### src/rtl/eth_axis_frame_gen.sv
`default_nettype none
// +----------------------------------------------------------------------------+
// | Module      : eth_axis_frame_gen                                           |
// | Description : Ethernet frame generator driving the MAC TX AXIS byte        |
// |               stream. Each frame has a 14-byte header (DA, SA,             |
// |               length) and a patterned payload. Frame count, payload        |
// |               length and inter-frame gap are programmable.                 |
// |               Macro FRAME_GEN_PRBS_EN selects an 8-bit LFSR payload        |
// |               instead of the incrementing pattern.                         |
// | Revision    : 1.0 - initial release                                        |
// +----------------------------------------------------------------------------+
module eth_axis_frame_gen #(
  parameter logic [47:0] C_DST_MAC     = 48'h0102_0304_0506,
  parameter logic [47:0] C_SRC_MAC     = 48'h0A0B_0C0D_0E0F,
  parameter int          C_MIN_PAYLOAD = 46,
  parameter int          C_MAX_PAYLOAD = 1500,
  parameter int          C_CNT_WIDTH   = 16
) (
  input  logic                   tx_mac_aclk,
  input  logic                   tx_mac_resetn,
  input  logic                   start,
  input  logic                   stop,
  input  logic [C_CNT_WIDTH-1:0] frame_num,
  input  logic [10:0]            payload_len,
  input  logic [7:0]             gap_cycles,
  output logic [7:0]             tx_axis_mac_tdata,
  output logic                   tx_axis_mac_tvalid,
  output logic                   tx_axis_mac_tlast,
  input  logic                   tx_axis_mac_tready,
  output logic                   busy,
  output logic                   done,
  output logic [C_CNT_WIDTH-1:0] frame_cnt
);

  typedef enum logic [2:0] {
    S_IDLE = 3'd0,
    S_HDR  = 3'd1,
    S_PAY  = 3'd2,
    S_GAP  = 3'd3,
    S_DONE = 3'd4
  } state_t;

  localparam logic [10:0] c_min_len  = 11'(C_MIN_PAYLOAD);
  localparam logic [10:0] c_max_len  = 11'(C_MAX_PAYLOAD);
  localparam logic [10:0] c_hdr_last = 11'd13;

  state_t                 state_q, state_d;
  logic [10:0]            idx_q, idx_d;        // byte index within HDR or PAY
  logic [10:0]            len_q, len_d;        // clamped payload length
  logic [C_CNT_WIDTH-1:0] num_q, num_d;
  logic [7:0]             gap_q, gap_d;
  logic [7:0]             gap_cnt_q, gap_cnt_d;
  logic [C_CNT_WIDTH-1:0] frame_cnt_q, frame_cnt_d;
  logic                   stop_q, stop_d;      // stop seen at any point in the run

  logic                   w_xfer;
  logic                   w_stop;
  logic                   w_pay_last;
  logic [10:0]            w_len_clamped;
  logic [C_CNT_WIDTH-1:0] w_cnt_inc;
  logic [111:0]           w_hdr;
  logic [111:0]           w_hdr_sh;
  logic [7:0]             w_pay_byte;

  assign w_len_clamped = (payload_len < c_min_len) ? c_min_len :
                         (payload_len > c_max_len) ? c_max_len : payload_len;
  assign w_xfer        = tx_axis_mac_tvalid & tx_axis_mac_tready;
  assign w_stop        = stop | stop_q;
  assign w_pay_last    = (idx_q == (len_q - 11'd1));
  assign w_cnt_inc     = frame_cnt_q + 1'b1;

  // Header is one 14-byte vector; the current byte is shifted up to the top.
  assign w_hdr    = {C_DST_MAC, C_SRC_MAC, 5'b00000, len_q};
  assign w_hdr_sh = w_hdr << {idx_q[3:0], 3'b000};

`ifdef FRAME_GEN_PRBS_EN
  logic [7:0] lfsr_q, lfsr_d;

  // LFSR reloads to its seed outside PAY and advances on each payload transfer.
  always_comb begin
    lfsr_d = lfsr_q;
    if (state_q != S_PAY) begin
      lfsr_d = 8'h01;
    end else if (w_xfer) begin
      lfsr_d = {lfsr_q[6:0], lfsr_q[7] ^ lfsr_q[5] ^ lfsr_q[4] ^ lfsr_q[3]};
    end
  end

  // LFSR state register.
  always_ff @(posedge tx_mac_aclk or negedge tx_mac_resetn) begin
    if (!tx_mac_resetn) lfsr_q <= 8'h01;
    else                lfsr_q <= lfsr_d;
  end

  assign w_pay_byte = lfsr_q;
`else
  assign w_pay_byte = frame_cnt_q[7:0] + idx_q[7:0];
`endif

  // Next-state logic: frame sequencing, byte indexing and run bookkeeping.
  always_comb begin
    state_d     = state_q;
    idx_d       = idx_q;
    len_d       = len_q;
    num_d       = num_q;
    gap_d       = gap_q;
    gap_cnt_d   = gap_cnt_q;
    frame_cnt_d = frame_cnt_q;
    stop_d      = stop_q | stop;
    case (state_q)
      S_IDLE: begin
        if (start) begin
          state_d     = S_HDR;
          idx_d       = 11'd0;
          len_d       = w_len_clamped;
          num_d       = frame_num;
          gap_d       = gap_cycles;
          frame_cnt_d = '0;
          stop_d      = stop;
        end
      end
      S_HDR: begin
        if (w_xfer) begin
          if (idx_q == c_hdr_last) begin
            idx_d   = 11'd0;
            state_d = S_PAY;
          end else begin
            idx_d = idx_q + 11'd1;
          end
        end
      end
      S_PAY: begin
        if (w_xfer) begin
          if (w_pay_last) begin
            idx_d       = 11'd0;
            frame_cnt_d = w_cnt_inc;
            if (w_stop || ((num_q != '0) && (w_cnt_inc == num_q))) begin
              state_d = S_DONE;
            end else if (gap_q != 8'd0) begin
              state_d   = S_GAP;
              gap_cnt_d = gap_q;
            end else begin
              state_d = S_HDR;
            end
          end else begin
            idx_d = idx_q + 11'd1;
          end
        end
      end
      S_GAP: begin
        if (w_stop) begin
          state_d = S_DONE;
        end else if (gap_cnt_q == 8'd1) begin
          state_d = S_HDR;
        end else begin
          gap_cnt_d = gap_cnt_q - 8'd1;
        end
      end
      S_DONE: begin
        state_d = S_IDLE;
      end
      default: begin
        state_d = S_IDLE;
      end
    endcase
  end

  // State and datapath registers; reset clears everything at once.
  always_ff @(posedge tx_mac_aclk or negedge tx_mac_resetn) begin
    if (!tx_mac_resetn) begin
      state_q     <= S_IDLE;
      idx_q       <= 11'd0;
      len_q       <= 11'd0;
      num_q       <= '0;
      gap_q       <= 8'd0;
      gap_cnt_q   <= 8'd0;
      frame_cnt_q <= '0;
      stop_q      <= 1'b0;
    end else begin
      state_q     <= state_d;
      idx_q       <= idx_d;
      len_q       <= len_d;
      num_q       <= num_d;
      gap_q       <= gap_d;
      gap_cnt_q   <= gap_cnt_d;
      frame_cnt_q <= frame_cnt_d;
      stop_q      <= stop_d;
    end
  end

  // Outputs decode straight from registered state so they hold under backpressure.
  always_comb begin
    tx_axis_mac_tdata = 8'h00;
    if (state_q == S_HDR)      tx_axis_mac_tdata = w_hdr_sh[111:104];
    else if (state_q == S_PAY) tx_axis_mac_tdata = w_pay_byte;
  end

  assign tx_axis_mac_tvalid = (state_q == S_HDR) || (state_q == S_PAY);
  assign tx_axis_mac_tlast  = (state_q == S_PAY) && w_pay_last;
  assign busy               = (state_q == S_HDR) || (state_q == S_PAY) || (state_q == S_GAP);
  assign done               = (state_q == S_DONE);
  assign frame_cnt          = frame_cnt_q;

endmodule
`default_nettype wire

### config.mk
export PLATFORM = sky130hd
export DESIGN_NAME = eth_axis_frame_gen
export DESIGN_NICKNAME = d
export VERILOG_FILES = /design/src/rtl/eth_axis_frame_gen.sv
export SDC_FILE = /design/constraint.sdc
export NUM_CORES = 1
export LEC_CHECK = 0
export CAP_MARGIN = 20
export CORE_UTILIZATION = 35
export DETAILED_ROUTE_END_ITERATION = 12
export PLACE_DENSITY_LB_ADDON = 0.25
export SYNTH_ARGS = -nofsm -noshare
export SYNTH_HDL_FRONTEND = slang
export SYNTH_SLANG_ARGS = --single-unit
export TNS_END_PERCENT = 10
### constraint.sdc
create_clock -name tx_mac_aclk -period 3.4 [get_ports tx_mac_aclk]
set_input_delay 0.68 -clock tx_mac_aclk [delete_from_list [all_inputs] [get_ports tx_mac_aclk]]
set_output_delay 0.68 -clock tx_mac_aclk [all_outputs]
set_load 0.005 [all_outputs]
==> results of run 1 <==
power by group through the flow:
stage	Sequential (mW)	Clock, mW	Combinational, mW
finish	1.55	1.13	1.99
global route	1.60	1.18	2.19
CTS	1.54	1.15	1.99
detailed placement	1.55	0	1.97
global placement	1.54	0	1.94
floorplan	1.39	0	1.43
Yosys cell counts (4+ instances only):
cell	n
nand2_1	114
dfrtp_1	74
nor2_1	46
o21ai_0	32
o21ai_1	25
xnor2_1	25
nand3_1	23
a21oi_1	22
clkbuf_1	21
inv_1	17
xor2_1	17
ha_1	14
nor3_1	13
a21o_1	12
nor4_1	11
nand2b_1	10
o31ai_1	9
and3_1	6
buf_2	6
mux2i_1	6
nand3b_1	6
o22ai_1	6
or3_1	6
a22o_1	5
and2_1	5
a31oi_1	4
nor2b_1	4
nor4b_1	4
o2bb2ai_1	4
per-layer routing:
metal,wire (um),share of wire
met2,7300,0.50
met4,266,0.018
met3,610,0.041
met1,6550,0.44
met5,0,0
worst register-to-register path, stage by stage, from the launching register on:
cell and delay [ns]:
dfrtp_1 0.44, inv_1 0.11, ha_2 0.22, nor3b_4 0.32
a21oi_1 0.13, nor4_2 0.24, o2111ai_2 0.24, nor3b_2 0.35
a31oi_4 0.20, a2111oi_0 0.48, o2bb2ai_1 0.14
what timing repair did:
item / in CTS / in global routing
resized for setup: 6 / 2
hold endpoints to repair: 0 / 0
setup endpoints to repair: 3 / 2
hold buffers: 0 / 0
pin swaps: 1 / 0
how the worst max path moves through the flow:
stage	slack, ns	end	from	cells after the start
CTS	-0.03	tx_axis_mac_tdata[7]	frame_cnt[1]	9
finish	0.16	tx_axis_mac_tdata[6]	frame_cnt[0]	9
detailed placement	0.22	tx_axis_mac_tlast	len_q[0]	8
global route	0.03	tx_axis_mac_tdata[6]	frame_cnt[0]	9
global placement	0.29	tx_axis_mac_tdata[6]	frame_cnt[0]	9
floorplan	0.70	tx_axis_mac_tdata[6]	frame_cnt[0]	8
cells in the final DEF (no fill, tap or decap), drive strengths merged, types with 15 or more instances in the layout:
cell	synthesis	layout
a21oi	22	22
buf	8	22
clkdlybuf4s50	0	63
dfrtp	74	74
inv	18	18
nand2	114	114
nand3	23	23
nor2	46	46
nor4	15	15
o21ai	57	57
xnor2	25	25
xor2	17	17
logic make-up after synthesis:
| family | Yosys count |
|---|---|
| xor gates and xnor gates | 42 |
| muxes | 8 |
| and+or+nand+nor | 278 |
| AOI/OAI and AO/OA | 152 |
| DFF | 74 |
| adders and majority gates | 15 |
| buffers and inverters | 47 |
flip-flops by register name (all words and copies together), names as in the netlist:
register,cells
gap_cnt_q,8
state_q,3
len_q,11
gap_q,8
num_q,16
stop_q,1
frame_cnt,16
idx_q,11
area by class of cell:
type	instances	area share
Tap cell	180	0.0349
Timing Repair Buffer	88	0.127
Sequential cell	74	0.287
Multi-Input combinational cell	495	0.486
Clock buffer	11	0.0391
Clock inverter	5	0.0155
Inverter	18	0.0105
stage by stage:
step                instances  power (mW)  TNS (ns)  hold slack, ns  setup WS (ns)
floorplan                 616        2.82         0           0.384          0.702
global placement          855        3.47         0           0.495          0.291
detailed placement        855        3.52         0           0.493          0.220
CTS                       871        4.68   -0.0300           0.510        -0.0300
global route              871        4.97         0           0.533         0.0310
finish                    871        4.67         0           0.513          0.158
==> metrics.txt, run 1 <==
status=finished clean; WL/cell=between 15 and 20 um; clock buffer depth=2; commonest register cell after synthesis=dfrtp_1; CP max stage cell=fa_1; cell area after placement=approximately 0.006 mm2; Ant. Diodes=0; Vert. Die Dim=123 um; WP data arrival=between 2 and 3 ns; dpl hpwl=roughly 11000 um; post-synth top area share=0.359; final core utilization=0.456; hold path depth=2; Final Cycle Share=0.954; cell chain of the critical path=ha_1 > fa_1 > a21o_1 > a21o_1 > a21o_1 > a21oi_2 > xor2_1 > o21ai_0 > dlygate4sd2_1; Worst R2R Path Depth=10; Highest Clock Rate=0.308 GHz; first-pass GRT wire length=around 24000 um; simple-gate share of the synthesized area=0.281; GPL Wtd Cong=around 0.91; vias in the first global route=4600; Hold Crit Start=gap_q[4]; clock power share=0.241; nets=between 700 and 800; initial antenna violation count=0; Sink Count=74; async set-reset flop share out of synthesis=1.00; Psw=between 1.5 and 2 mW; Slew headroom=0.352; Setup Buffers After CTS=0; drt drc=0; Hold EP=gap_q[4]; CP Launch Type=flip-flop; crit path max fanout=2; Int Power=roughly 2.8 mW; GRT met3 Usage=0.0364; power per cell area=723 mW/mm2; Core Area=about 0.014 mm2; Iter 0 DRT Violations=about 480; Synth Area in XOR/XNOR=0.0713; sequential area share after synthesis=0.359; hold crit path type=reg2reg; Synthesized Nets=between 600 and 700; TritonRoute pass-1 iters=5; R2R Path End=gap_cnt_q[0]; share of layout cells above drive strength 1=0.0926; CP required=about 2.7 ns; critical path class=reg2out; synth-to-layout area growth=25.2%; clock latency on the worst-skew pair=0.34 ns; busiest grt layer=met2; grt ovf=0; mux cell area share after synthesis=0.0160; Crit. End Element=primary output; Worst path top cell family by delay=compound AO/OA/AOI/OAI gates; Lkg Pwr=around 2.8 nW; switching share of power=0.406; CTS buffer count=9; vias per cell=about 5.6; Syn Inst Count=approximately 620; Max Transition Viols Final=0; post-synthesis compound-gate area fraction=0.196; die area=0.0152 mm2; final WL=14700 um; met2 usage=0.345; Root Driver=clkbuf_16; fill count=1384; RSZ-0062 raised after global routing=false; Ports=slightly below 70; Ys Warns=0; ANT nets after route=0; largest cells by area after synthesis=dfrtp_1, nand2_1, xnor2_1, ha_1, nor2_1; top cell type by total area after synthesis=dfrtp_1; final instance area=0.00646 mm2; most used cell, CP=a21o_1; Die Width=123 um; multi-input logic area=~0.0031 mm2; CTS tree=built; Final Hold Viols=0; vias post-DR=approximately 4800; Clock Pin Slew Worst Setup and Hold Paths=approximately 0.06 ns; port buffer count=67; worst path bufs/invs=1; Starting Density=0.364; row cnt=43; Adder-Cell Fraction of Synth Area=0.0379; Seq. cell area=between 0.0015 and 0.002 mm2; post-layout min period=3.24 ns; # setup viols final=0; Mapped Area=about 0.0052 mm2; library cells used by synthesis=between 70 and 80; H-tree depth=3; met1 Use GR=0.260; Max Cap Viol=0; combinational share of power=0.427; worst IR drop on VDD=360 uV; largest family of logic cells by synthesized area=simple AND/OR/NAND/NOR gates; Global Route Usage Sum=0.204; sequential power share=0.332; RR Startpoint=len_q[0]; Max stage delay on crit path=~0.40 ns; Post-synth EDFFs=0; clk_skew=0.0116 ns; Synth Area per Inst=between 8 and 9 um2; largest net degree at the start of global routing=between 70 and 80; Worst-Margin Slew=0.972 ns; flops & latches, synth=74; Reg2Reg Setup Slack=0.39 ns
Note: power is estimated with default switching activity, not from simulation.
==> run 2, diff against run 1 <==
--- a/config.mk
+++ b/config.mk
@@ -6,7 +6,8 @@
 export NUM_CORES = 1
 export LEC_CHECK = 0
 export CAP_MARGIN = 20
-export CORE_UTILIZATION = 35
+export CORE_UTILIZATION = 58
+export CTS_BUF_LIST = sky130_fd_sc_hd__clkbuf_8
 export DETAILED_ROUTE_END_ITERATION = 12
 export PLACE_DENSITY_LB_ADDON = 0.25
 export SYNTH_ARGS = -nofsm -noshare
==> metrics.txt, run 2 (synthesis gave the netlist of run 1 again) <==
row cnt=34; CP Launch Type=flip-flop; fin worst setup slack=~0.034 ns; WP data arrival=approximately 2.7 ns; clock buffer depth=2; port buffer count=between 60 and 70; final instance area=~0.0063 mm2; Vert. Die Dim=between 90 and 100 um; vias in the first global route=4659; CTS tree=built; status=finished clean; nets=between 700 and 800; Ports=68; crit path max fanout=6; # setup viols final=0; die area=0.00927 mm2; post-layout min period=~3.4 ns; H-tree depth=3; pre-CTS setup slack=0.212 ns; hold crit path type=in2async; Layout Cells excl Fill=802; WL/cell=17.6 um; most common cell after layout, fill and taps aside=nand2_1; Max Cap Viol=0; Final Hold Viols=0; Core Area=about 0.0087 mm2; Highest Clock Rate=0.297 GHz; first-pass GRT wire length=about 23000 um; Int Power=~2.4 mW; TritonRoute pass-1 iters=5; clock latency on the worst-skew pair=0.36 ns; vias post-DR=roughly 5000; Global Route Usage Sum=0.317; Starting Density=0.594; Lkg Pwr=2.72 nW; Crit. End Element=primary output; Final Cycle Share=0.990; Max Transition Viols Final=0; switching share of power=0.447; clk_skew=approximately 0.013 ns; share of layout cells above drive strength 1=0.105; Sink Count=74; worst IR drop on VDD=roughly 440 uV; Die Width=about 96 um; drt drc=0; power per cell area=roughly 700 mW/mm2; dpl cells=780; combinational share of power=0.474; dpl hpwl=between 10000 and 15000 um; initial antenna violation count=0; synth-to-layout area growth=21.8%; highest-count cells in the layout ignoring fill and taps=nand2_1, dfrtp_1, clkdlybuf4s50_1; grt ovf=0; CTS buffer count=9; critical path class=reg2out; GPL Wtd Cong=0.914; Clock Pin Slew Worst Setup and Hold Paths=0.08 ns; largest net degree at the start of global routing=40; vias per cell=6.26; Slew headroom=0.448; cell area after placement=approximately 0.006 mm2; Psw=just under 2 mW; RSZ-0062 raised after global routing=true; fill count=668; Worst-Margin Slew=about 0.83 ns; final core utilization=0.724; CP required=2.72 ns; Iter 0 DRT Violations=501; CTS Hold Bufs=0; clock power share=0.163; sequential power share=0.364; Root Driver=clkbuf_8; ANT nets after route=0; final WL=about 14000 um; Hold WS=0.417 ns; Ant. Diodes=0
==> run 2: cell types whose count changed in the layout (fill, tap and decap cells not counted), sizes merged <==
cell	before	now
buf	22	25
clkinvlp	0	3
bufinv	3	1
clkbuf	11	9
inv	18	20
clkdlybuf4s50	63	64
clkinv	2	1
dlymetal6s2s	1	0
==> run 2: metrics by stage <==
| stage | setup TNS (ns) | power [mW] |
|---|---|---|
| final | 0 | 4.29 |
| after global routing | -0.0383 | 4.56 |
| after CTS | -0.00836 | 4.22 |
| after detailed placement | 0 | 3.49 |
| after floorplan | 0 | 2.82 |
| after global placement | 0 | 3.39 |
==> run 2: power groups by stage <==
stage	logic [mW]	clock network, mW	registers (mW)
5_1_grt	2.23	0.739	1.59
6_report	2.03	0.699	1.56
3_5_place_dp	1.94	0	1.55
4_1_cts	1.97	0.705	1.54
3_3_place_gp	1.87	0	1.52
2_1_floorplan	1.43	0	1.39
==> run 2: final timing paths <==
check / startpoint / endpoint / cells past startpoint / slack, ns
max in group asynchronous: tx_mac_resetn / len_q[0] / 2 / 2.28
max reg2reg: len_q[0] / gap_cnt_q[0] / 12 / 0.31
max: len_q[0] / tx_axis_mac_tlast / 8 / 0.03
min in group tx_mac_aclk: gap_cnt_q[7] / gap_cnt_q[7] / 1 / 0.52
min reg2reg: gap_cnt_q[7] / gap_cnt_q[7] / 1 / 0.52
min: tx_mac_resetn / frame_cnt[5] / 1 / 0.42
==> run 2: cell type report <==
type	instances	area [um2]	share of cell area
multi-input combinational	495	3180	0.505
sequential	74	1850	0.295
timing repair buffer	91	856	0.136
tap	108	135	0.0215
clock buffer	9	124	0.0197
clock inverter	7	70.1	0.0112
inverter	18	67.6	0.0108
==> run 2: metal layers <==
layer	vias to the layer above	routed length (um)	global-route usage
li1	2350	-	-
met1	2402	6150	0.428
met2	235	6580	0.515
met3	35	1110	0.0498
met4	0	266	0.108
met5	-	0	0
==> run 2: critical path, stage by stage (launching register included) <==
cell	delay, ns
dfrtp_2	0.46
inv_1	0.11
ha_2	0.21
nor3b_4	0.28
a21oi_1	0.12
nor4_2	0.25
o2111ai_2	0.21
nor3_2	0.17
clkdlybuf4s50_1	0.53
==> run 2: repair_timing <==
action,4_1_cts,5_1_grt
endpoints found under the setup margin,3,2
pin swaps,0,1
setup buffers,1,4
gates resized for setup,10,7
==> run 3, diff against run 2 <==
--- a/config.mk
+++ b/config.mk
@@ -5,11 +5,13 @@
 export SDC_FILE = /design/constraint.sdc
 export NUM_CORES = 1
 export LEC_CHECK = 0
+export ABC_CLOCK_PERIOD_IN_PS = 3400
 export CAP_MARGIN = 20
 export CORE_UTILIZATION = 58
 export CTS_BUF_LIST = sky130_fd_sc_hd__clkbuf_8
 export DETAILED_ROUTE_END_ITERATION = 12
 export PLACE_DENSITY_LB_ADDON = 0.25
+export REMOVE_ABC_BUFFERS = 1
 export SYNTH_ARGS = -nofsm -noshare
 export SYNTH_HDL_FRONTEND = slang
 export SYNTH_SLANG_ARGS = --single-unit
==> metrics.txt, run 3 (synthesis gave the netlist of run 1 again) <==
status=finished clean; Global Route Usage Sum=0.318; Clock Pin Slew Worst Setup and Hold Paths=around 0.08 ns; crit path max fanout=6; largest net degree at the start of global routing=39; CP Launch Type=flip-flop; row cnt=34; drt drc=0; Crit. End Element=primary output; vias post-DR=a little under 5000; WL/cell=17.4 um; Slew headroom=0.422; TritonRoute pass-1 iters=5; Iter 0 DRT Violations=about 390; hold crit path type=in2async; Ports=68; most common cell after layout, fill and taps aside=nand2_1; CTS buffer count=9; CP required=~2.7 ns; WP data arrival=2.67 ns; highest-count cells in the layout ignoring fill and taps=nand2_1, dfrtp_1, clkdlybuf4s50_1; # setup viols final=0; Starting Density=0.594; final core utilization=0.716; nets=~740; clock latency on the worst-skew pair=around 0.34 ns; Worst-Margin Slew=approximately 0.87 ns; ANT nets after route=0; port buffer count=67; Reg2Reg Setup Slack=0.27 ns; Max stage delay on crit path=~0.53 ns; die area=0.00927 mm2; power per cell area=677 mW/mm2; clk_skew=around 0.01 ns; clock buffer depth=2; Tot Pwr=between 4 and 5 mW; Final Hold Viols=0; Core Area=between 0.008 and 0.009 mm2; critical path class=reg2out; dpl hpwl=10000 um; H-tree depth=3; vias in the first global route=approximately 4700; Final Cycle Share=0.986; initial antenna violation count=0; grt ovf=0; CTS tree=built; Max Transition Viols Final=0; cell chain of the critical path=inv_1 > ha_1 > nor3b_4 > a21oi_1 > nor4_2 > o2111ai_2 > nor3_2 > clkdlybuf4s50_1; post-layout min period=between 3 and 4 ns; GPL Wtd Cong=0.972; Sink Count=between 70 and 80; worst IR drop on VDD=around 470 uV; synth-to-layout area growth=20.5%; fill count=roughly 710; Highest Clock Rate=between 0.2 and 0.3 GHz; share of layout cells above drive strength 1=0.0926; Ant. Diodes=0; Max Cap Viol=0; Die Width=between 90 and 100 um; Layout Cells excl Fill=around 800; vias per cell=approximately 6.2; Vert. Die Dim=slightly below 100 um; dpl cells=~780; CP max stage cell=clkdlybuf4s50_1; final WL=13900 um; RSZ-0062 raised after global routing=true; Root Driver=clkbuf_8; CTS Hold Bufs=0; first-pass GRT wire length=approximately 23000 um; Lkg Pwr=2.70 nW
## run 3: layout make-up
type | count | area (um2) | share of cell area
Sequential cell | 74 | 1850 | 0.298
Clock inverter | 5 | 57.6 | 0.00926
Multi-Input combinational cell | 495 | 3130 | 0.504
Clock buffer | 9 | 124 | 0.0199
Tap cell | 108 | 135 | 0.0217
Inverter | 18 | 67.6 | 0.0109
Timing Repair Buffer | 90 | 843 | 0.136
## run 3: final timing paths
| check | startpoint | depth (start not counted) | endpoint |
|---|---|---|---|
| setup reg to reg | len_q[0] | 12 | frame_cnt[5] |
| setup / recovery | len_q[0] | 8 | tx_axis_mac_tlast |
| hold reg to reg | gap_q[1] | 2 | gap_q[1] |
| max in group asynchronous | tx_mac_resetn | 2 | len_q[9] |
| min in group tx_mac_aclk | gap_q[1] | 2 | gap_q[1] |
| hold / removal | tx_mac_resetn | 1 | num_q[4] |
## run 3: critical path: cells and delay by family, from the launching register on
kind / cells / cell delay, ns
buffers and inverters: 2 / 0.61
adders and majority gates: 1 / 0.20
AOI/OAI and AO/OA: 2 / 0.34
DFF: 1 / 0.44
and+or+nand+nor: 3 / 0.74
## run 3: through the flow
| step | setup WS, ns | instance area (um2) | setup TNS [ns] | hold slack (ns) |
|---|---|---|---|---|
| 2_1_floorplan | -0.182 | 5030 | -2.23 | 0.384 |
| 3_3_place_gp | 0.236 | 5990 | 0 | 0.492 |
| 3_5_place_dp | 0.195 | 5990 | 0 | 0.495 |
| 4_1_cts | -0.0480 | 6180 | -0.0908 | 0.467 |
| 5_1_grt | -0.120 | 6210 | -0.137 | 0.510 |
| 6_report | 0.0475 | 6210 | 0 | 0.439 |
## run 3: routing by layer
layer  GRT usage  vias to the layer above  wire length [um]
li1            -                     2352                 -
met1       0.400                     2341              5700
met2       0.547                      208              6850
met3      0.0434                       48               905
met4       0.133                        0               423
met5           0                        -                 0
## run 3: timing repair
item                       CTS  global route
setup buffers                0             2
gates resized for setup      8             2
setup endpoints to repair    3             3
pin swaps                    0             2
## run 3: report_power, final
| group | internal [mW] | leakage [nW] | switching [mW] |
|---|---|---|---|
| Clock | 0.330 | 0.0832 | 0.343 |
| Sequential | 1.15 | 0.949 | 0.393 |
| Combinational | 0.864 | 1.67 | 1.12 |
